<file path="src/rtl/lsu_pkg.sv">
// Shared encodings and helpers for the load/store unit: funct3 codes, FSM states,
// and the access legality checks applied at request acceptance.
package lsu_pkg;

    localparam logic [2:0] F3_B  = 3'b000;
    localparam logic [2:0] F3_H  = 3'b001;
    localparam logic [2:0] F3_W  = 3'b010;
    localparam logic [2:0] F3_BU = 3'b100;
    localparam logic [2:0] F3_HU = 3'b101;

    typedef enum logic [1:0] {
        IDLE,
        RD,
        WAIT,
        WR
    } lsu_state_e;

    // size is funct3[1:0]: 0=byte, 1=half, 2=word.
    function automatic logic misaligned(input logic [1:0] size, input logic [1:0] off);
        case (size)
            2'b01:   misaligned = off[0];
            2'b10:   misaligned = (off != 2'b00);
            default: misaligned = 1'b0;
        endcase
    endfunction

    function automatic logic funct3_legal(input logic we, input logic [2:0] funct3);
        if (we) begin
            funct3_legal = (funct3 == F3_B) || (funct3 == F3_H) || (funct3 == F3_W);
        end else begin
            funct3_legal = (funct3 == F3_B) || (funct3 == F3_H) || (funct3 == F3_W) ||
                           (funct3 == F3_BU) || (funct3 == F3_HU);
        end
    endfunction

endpackage

</file>
<file path="src/rtl/lsu_align.sv">
// Combinational lane logic: extracts/extends load data from a memory word and
// merges sub-word store data into the old word for read-modify-write.
module lsu_align
    import lsu_pkg::*;
(
    input  logic [31:0] word,
    input  logic [31:0] wdata,
    input  logic [1:0]  off,
    input  logic [2:0]  funct3,
    output logic [31:0] ld_data,
    output logic [31:0] st_word
);

    logic [7:0]  lane_b;
    logic [15:0] lane_h;

    assign lane_b = word[{off, 3'b000} +: 8];
    assign lane_h = word[{off[1], 4'b0000} +: 16];

    always_comb begin
        case (funct3)
            F3_B:    ld_data = {{24{lane_b[7]}}, lane_b};
            F3_H:    ld_data = {{16{lane_h[15]}}, lane_h};
            F3_W:    ld_data = word;
            F3_BU:   ld_data = {24'h0, lane_b};
            F3_HU:   ld_data = {16'h0, lane_h};
            default: ld_data = 32'h0;
        endcase
    end

    always_comb begin
        // NOTE: assigning a default before the case keeps every path driven, so no latch is inferred.
        st_word = word;
        case (funct3[1:0])
            2'b00:   st_word[{off, 3'b000} +: 8]     = wdata[7:0];
            2'b01:   st_word[{off[1], 4'b0000} +: 16] = wdata[15:0];
            default: st_word = wdata;
        endcase
    end

endmodule

</file>
<file path="src/rtl/lsu_ctrl.sv">
// RV32I load/store unit driving a single-port, word-addressed, registered-read
// data memory; sub-word stores are done as read-modify-write.
module lsu_ctrl
    import lsu_pkg::*;
#(
    parameter int N  = 1024,
    parameter int AW = $clog2(N)
) (
    input  logic          clk,
    input  logic          rst_n,
    input  logic          req_valid,
    output logic          req_ready,
    input  logic          req_we,
    input  logic [2:0]    req_funct3,
    input  logic [31:0]   req_addr,
    input  logic [31:0]   req_wdata,
    output logic          resp_valid,
    output logic [31:0]   resp_rdata,
    output logic          resp_err,
    output logic [AW-1:0] mem_a,
    output logic [31:0]   mem_wd,
    output logic          mem_we,
    input  logic [31:0]   mem_rd
);

    lsu_state_e    state_q, state_d;
    logic [AW+1:0] addr_q, addr_d;
    logic [2:0]    f3_q, f3_d;
    logic          we_q, we_d;
    logic [31:0]   wdata_q, wdata_d;
    logic [31:0]   merged_q, merged_d;
    logic          err_pend_q, err_pend_d;
    logic          resp_valid_q, resp_valid_d;
    logic          resp_err_q, resp_err_d;
    logic [31:0]   resp_rdata_q, resp_rdata_d;

    logic          req_err;
    logic [31:0]   ld_data;
    logic [31:0]   st_word;

    assign req_err = !funct3_legal(req_we, req_funct3) ||
                     misaligned(req_funct3[1:0], req_addr[1:0]) ||
                     ({2'b00, req_addr[31:2]} >= 32'(N));

    lsu_align u_align (
        .word    (mem_rd),
        .wdata   (wdata_q),
        .off     (addr_q[1:0]),
        .funct3  (f3_q),
        .ld_data (ld_data),
        .st_word (st_word)
    );

    always_comb begin
        state_d      = state_q;
        addr_d       = addr_q;
        f3_d         = f3_q;
        we_d         = we_q;
        wdata_d      = wdata_q;
        merged_d     = merged_q;
        err_pend_d   = 1'b0;
        // A rejected request answers one edge after acceptance while the FSM stays idle.
        resp_valid_d = err_pend_q;
        resp_err_d   = err_pend_q;
        resp_rdata_d = 32'h0;
        case (state_q)
            IDLE: begin
                if (req_valid) begin
                    addr_d   = req_addr[AW+1:0];
                    f3_d     = req_funct3;
                    we_d     = req_we;
                    wdata_d  = req_wdata;
                    merged_d = req_wdata;
                    if (req_err) begin
                        err_pend_d = 1'b1;
                    end else if (req_we && (req_funct3 == F3_W)) begin
                        state_d = WR;
                    end else begin
                        state_d = RD;
                    end
                end
            end
            RD:   state_d = WAIT;
            WAIT: begin
                if (we_q) begin
                    merged_d = st_word;
                    state_d  = WR;
                end else begin
                    resp_valid_d = 1'b1;
                    resp_rdata_d = ld_data;
                    state_d      = IDLE;
                end
            end
            WR: begin
                resp_valid_d = 1'b1;
                state_d      = IDLE;
            end
            default: state_d = IDLE;
        endcase
    end

    // NOTE: sequential state uses non-blocking assignments so all flops update together at the edge.
    always_ff @(posedge clk or negedge rst_n) begin
        if (!rst_n) begin
            state_q      <= IDLE;
            addr_q       <= '0;
            f3_q         <= '0;
            we_q         <= 1'b0;
            wdata_q      <= '0;
            merged_q     <= '0;
            err_pend_q   <= 1'b0;
            resp_valid_q <= 1'b0;
            resp_err_q   <= 1'b0;
            resp_rdata_q <= '0;
        end else begin
            state_q      <= state_d;
            addr_q       <= addr_d;
            f3_q         <= f3_d;
            we_q         <= we_d;
            wdata_q      <= wdata_d;
            merged_q     <= merged_d;
            err_pend_q   <= err_pend_d;
            resp_valid_q <= resp_valid_d;
            resp_err_q   <= resp_err_d;
            resp_rdata_q <= resp_rdata_d;
        end
    end

    // Memory controls decode straight from state so reset drops mem_we immediately.
    assign req_ready  = (state_q == IDLE);
    assign mem_we     = (state_q == WR);
    assign mem_a      = ((state_q == RD) || (state_q == WR)) ? addr_q[AW+1:2] : '0;
    assign mem_wd     = (state_q == WR) ? merged_q : '0;
    assign resp_valid = resp_valid_q;
    assign resp_err   = resp_err_q;
    assign resp_rdata = resp_rdata_q;

endmodule

</file>
<file path="config.mk">
export PLATFORM = sky130hd
export DESIGN_NAME = lsu_ctrl
export DESIGN_NICKNAME = d
export VERILOG_FILES = /design/src/rtl/lsu_pkg.sv /design/src/rtl/lsu_align.sv /design/src/rtl/lsu_ctrl.sv
export SDC_FILE = /design/constraint.sdc
export NUM_CORES = 1
export LEC_CHECK = 0
export BUFFER_PORTS_ARGS = -buffer_cell sky130_fd_sc_hd__buf_2
export CORE_MARGIN = 4
export CORE_UTILIZATION = 43
export CTS_BUF_LIST = sky130_fd_sc_hd__clkbuf_2 sky130_fd_sc_hd__clkbuf_4 sky130_fd_sc_hd__clkbuf_8
export CTS_CLUSTER_SIZE = 30
export DETAILED_ROUTE_END_ITERATION = 8
export GPL_TIMING_DRIVEN = 1
export PLACE_DENSITY = 0.68
export SLEW_MARGIN = 30
export SYNTH_ARGS = -nofsm -noshare
export SYNTH_HDL_FRONTEND = slang
export SYNTH_SLANG_ARGS = --single-unit
</file>
<file path="constraint.sdc">
create_clock -name clk -period 3.3 [get_ports clk]
set_input_delay 0.165 -clock clk [delete_from_list [all_inputs] [get_ports clk]]
set_output_delay 0.165 -clock clk [all_outputs]
set_load 0.01 [all_outputs]
</file>
After elaboration in Yosys (flattened, before gate mapping). Cells that the tools add are included.

Logic and storage cells: 77. Bits of input ports: 103. Flip-flop bits (word level): 117.

Reductions and logical operators: 18. Add/sub/neg operators: 2. $lt $le $gt $ge: 1. Equality and inequality tests: 17. Mux-type cells: 23. Shift operators: 6.

Operator list (count): $mux W32 (5); $pmux W32 S5 (1); $pmux W32 S2 (2); $bwmux W32 (2); $shift A16 B7 Y32 const A (1); $shift A8 B7 Y32 const A (1); $shiftx A16 B7 Y32 (1); $shiftx A32 B6 Y16 (1); $shiftx A32 B6 Y8 (1); $shiftx A8 B7 Y32 (1); $ge A30 B11 Y1 const B (1); $neg A5 Y7 (2); $eq A3 B3 Y1 const B (4); $mux W10 (1); $mux W2 (4); $pmux W2 S4 (1); $logic_or A1 B1 Y1 (7); $eq A2 B1 Y1 const B (3); $eq A2 B2 Y1 const B (3); $eq A3 B1 Y1 const B (2); $eq A3 B2 Y1 const B (2); $logic_not A3 Y1 (2); $ne A2 B2 Y1 const B (3); $mux W1 (5); other kinds (7) (11).

Logic depth before layout (Yosys ltp).
Word-level depth: 12. Mapped depth: 8.

By module. Synthesis repeated with hierarchy kept, for this count alone.

Cell total of the unflattened synthesis: 650. Area total of the unflattened synthesis: 6940.4 um^2.

Modules (own cells, without submodules): lsu_ctrl (instances 1, area each 5111.2 um^2, cells an instance 403); lsu_align (instances 1, area each 1829.3 um^2, cells an instance 247).

Worst setup path before layout. OpenSTA, ideal clock, no wires.

Kind: reg2reg. From: reg addr_q[1]. To: reg merged_q[31]. Clock period less this slack: 2042 ps. Arrival: 1955 ps. Setup time: 87 ps. Cell stages (with the launch flop): 9. Path buffers: 2. Path slack: 1258 ps. Cell sequence: dfrtp_1 > buf_2 > inv_1 > ha_1 > nor4bb_1 > buf_2 > a221oi_1 > a211o_1 > a22oi_1.

Word-level cells in the longest chain between the ends: 6. Elaborated cells between the ends (all ways): 11. Classes of those cells: add/sub (2); shift (4); mux (5).

RTL lines: from (decl) (line lsu_ctrl.sv:27) `logic [AW+1:0] addr_q, addr_d;`; from (signal assigned) (line lsu_ctrl.sv:117) `addr_q <= addr_d;`; $neg A5 Y7 (on tied branches) (line lsu_align.sv:36, lsu_align.sv:35); $shiftx A16 B7 Y32, or another cell as far along (line lsu_align.sv:36) `2'b01: st_word[{off[1], 4'b0000} +: 16] = wdata[15:0];`; $bwmux W32 (on tied branches) (line lsu_align.sv:36, lsu_align.sv:35); $pmux W32 S2 (*) (line lsu_align.sv:34) `case (funct3[1:0])`; $mux W32 (*) (line lsu_ctrl.sv:85) `if (we_q) begin`; $pmux W32 S2 (*) (line lsu_ctrl.sv:66) `case (state_q)`; to (signal assigned) (line lsu_ctrl.sv:121) `merged_q <= merged_d;`; to (decl) (line lsu_ctrl.sv:31) `logic [31:0] merged_q, merged_d;`.

Every way passes the cells marked *; elsewhere a longest branch is shown, timed or not. The select of a mux whose other input is x is not followed. A chain may end at the register's enable or synchronous reset.

Final worst setup path.
From: reg state_q[1]. To: reg merged_q[6].

Word-level cells in the longest chain between the ends: 3. Elaborated cells between the ends (all ways): 7. Classes of those cells: eq/ne (3); mux (1); reduce/logical (3).

RTL lines: from (decl) (line lsu_ctrl.sv:26) `lsu_state_e state_q, state_d;`; from (signal assigned) (line lsu_ctrl.sv:116) `state_q <= state_d;`; $eq A2 B2 Y1 or $logic_not A2 Y1 (tied branches) (line lsu_ctrl.sv:66); $ne A2 B2 Y1 (no line) or $reduce_bool A2 Y1 (tied branches); $reduce_and A3 Y1 (no line).

Several ways; a longest one is shown, not always the timed one.

==> reports/summary.txt <==
drt first-iter violations -> 564
Yosys reg bits -> 117
Power Density -> 462 nW/um^2
f_max -> 430 MHz
status -> finished clean
area leader, netlist -> dfrtp_1
die width -> 129 um
Avg WL per Cell -> 19.1 um
CP Launch Type -> flop
Max-Cap Viols -> 0
Reg2Reg Launch Point -> state_q[1]
TNS Setup -> 0 ns
EDFF count, synth -> 0
VDD IR-drop max -> 0.205 mV
die area -> 16600 um^2
routability cong. -> 0.878
GRT Util Overall -> 26.2%
clock transition at the registers of the reported paths -> 0.07 ns
Hold Vio Cnt, Final -> 0
Post-Layout Cell Count -> 1130
Longest Clk Path Bufs -> 2
Final Critical Period -> 2.33 ns
CTS tree -> yes
Post-synth ARST share -> 100%
IO Port Bufs -> 180
hold path cells -> 3
Hold Crit Class -> in2reg
top post-synthesis cells by area -> dfrtp_1 46%, nand2_1 11%, a21oi_1 4.4%
RSZ-0062 raised after global routing -> false
# nets final -> 1048
Final ANT Viol Nets -> 0
vias in the first global route -> 6138
global-route wire length before repair -> 33.9 mm
Cell variety after synth -> 49
Crit Path Max Fanout -> 25
Gate Count Post-Synth -> 710
Tot Pwr -> 0.00394 W
final number of max-transition violations -> 0
worst path bufs/invs -> 2
Layout Utilization -> 60.5%
Worst EP required -> 3.65 ns
worst path cell trace -> mux2i_1 -> buf_4 -> or2_1 -> buf_4 -> nor3_1 -> a311oi_1
Worst-Skew Late Latency -> 0.45 ns
Num Clock Sinks -> 117
Slowest-stage cell, CP -> dfrtp_1
cts bufs inserted -> 17
placed cell count -> 1030
Final Cycle Share -> 70.5%
gr ovfl total -> 0
hold_sp -> mem_rd[16]
part of the Yosys area used for sequential elements -> 46.5%
drc violations -> 0
Root Driver -> clkbuf_8
Max-slew headroom -> 50.7%
Ys Warns -> 0
via count -> 6434
Primary FF master, synth -> dfrtp_1
Arr. time, crit path -> 2.67 ns
H-tree depth -> 4
synthesized area -> 6300 um^2
Synth Net Count -> 821
WS Path Type -> reg2reg
syn avg cell area -> 8.87 um^2
cell count along the critical path -> 6
most frequent cells in the layout -> 185 x nand2_1, 179 x buf_2, 117 x dfrtp_1, 68 x dlygate4sd3_1, 55 x a21oi_1
most common cell after layout, fill and taps aside -> nand2_1
total core area -> 14100 um^2
Top cell by count, worst path -> buf_4
DIE HEIGHT -> 129 um
Rows -> 43
Worst-Margin Slew -> 0.740 ns
final WL -> 21.6 mm
CP Launch Point -> state_q[1]
leakage -> 4.39 nW
number of diodes -> 0
Critical Path Max Stage Delay -> 0.82 ns
Yosys top cell area share -> 46.5%
post-DP HPWL -> 14.9 mm
Starting Density -> 44.7%
vias per cell -> 5.69
initial antenna violation count -> 0
R2R depth -> 6
post-CTS repair timing setup buffer count -> 0
worst clock skew -> 0.00993 ns
Detailed Routing Iterations Pass 1 -> 5
io pins -> 181
CP top delay family -> flip-flops
largest net degree at the start of global routing -> 62
quantity of gates resized following cts -> 0
P&R area growth vs syn -> 35.4%
CP Capture Type -> flop
setup violators final -> 0
layout cells sized above 1 -> 25.6%
[what timing repair did]
action / in CTS / in global routing
setup endpoints to repair: 0 / 0
hold endpoints to repair: 130 / 0
hold buffers: 68 / 0
[worst reg2reg max path: stages (launching register included)]
cell and delay [ns]:
dfrtp_1 0.82, mux2i_1 0.26, buf_4 0.18, or2_1 0.37, buf_4 0.31, nor3_1 0.07
a311oi_1 0.21
[area by class of cell]
class	instances	area [um^2]
repair buffers	266	1730
well taps	180	225
flip-flops and latches	117	2930
inverters	8	30.0
clock inverters	7	188
clock buffers	25	332
fillers	1217	5570
multi-input cells	527	3090
[power breakdown]
part           switching, W  total [W]  internal (W)
clock              0.000591    0.00171       0.00112
combinational      0.000362   0.000628      0.000266
sequential        0.0000809    0.00160       0.00152
[per-layer routing]
layer	global-route usage, %	wire [um]
met5	0	0
met4	9.33	645
met3	6.18	2010
met2	41.4	9900
met1	35.6	9010
[metrics by stage]
step                instance area (um^2)  setup slack (ns)  hold WS [ns]
finish                              8530             0.973        0.0284
global placement                    7320              1.01         0.272
global route                        8530             0.762       0.00628
detailed placement                  7320             0.992         0.270
CTS                                 8520             0.932       0.00128
floorplan                           6300              1.26        -0.131
[registers in the layout, summed over array words and instances (netlist names)]
signal / cells
state_q: 2
addr_q: 12
we_q: 1
resp_valid: 1
wdata_q: 32
resp_err: 1
err_pend_q: 1
merged_q: 32
f3_q: 3
resp_rdata: 32
[path summary, 6_finish.rpt]
| path | slack [ns] | endpoint |
|---|---|---|
| max | 0.97 | merged_q[6] |
| min | 0.03 | resp_rdata[16] |
| max reg2reg | 0.97 | merged_q[6] |
| min reg2reg | 0.38 | resp_err |
| max in group asynchronous | 2.20 | addr_q[8] |
| min in group asynchronous | 0.31 | resp_rdata[18] |
[cell usage after synthesis (13+ instances only)]
cell type,instances
nor2_1,25
dfrtp_1,117
and3_1,35
nand2_1,185
a221oi_1,27
o21ai_0,14
a211o_1,18
mux2i_1,26
a22oi_1,14
a21oi_1,55
nor3_1,19
buf_2,14
and2_1,13
clkbuf_1,35
[kinds of logic after synthesis]
family                     after synthesis  synth area share (%)
muxes                                   28                  4.67
AOI/OAI and AO/OA                      168                  18.9
and+or+nand+nor                        323                  23.7
buffers and inverters                   66                  4.59
DFF                                    117                  46.5
adders and majority gates                8                  1.59
No activity file was read; power rests on OpenSTA's default activity.
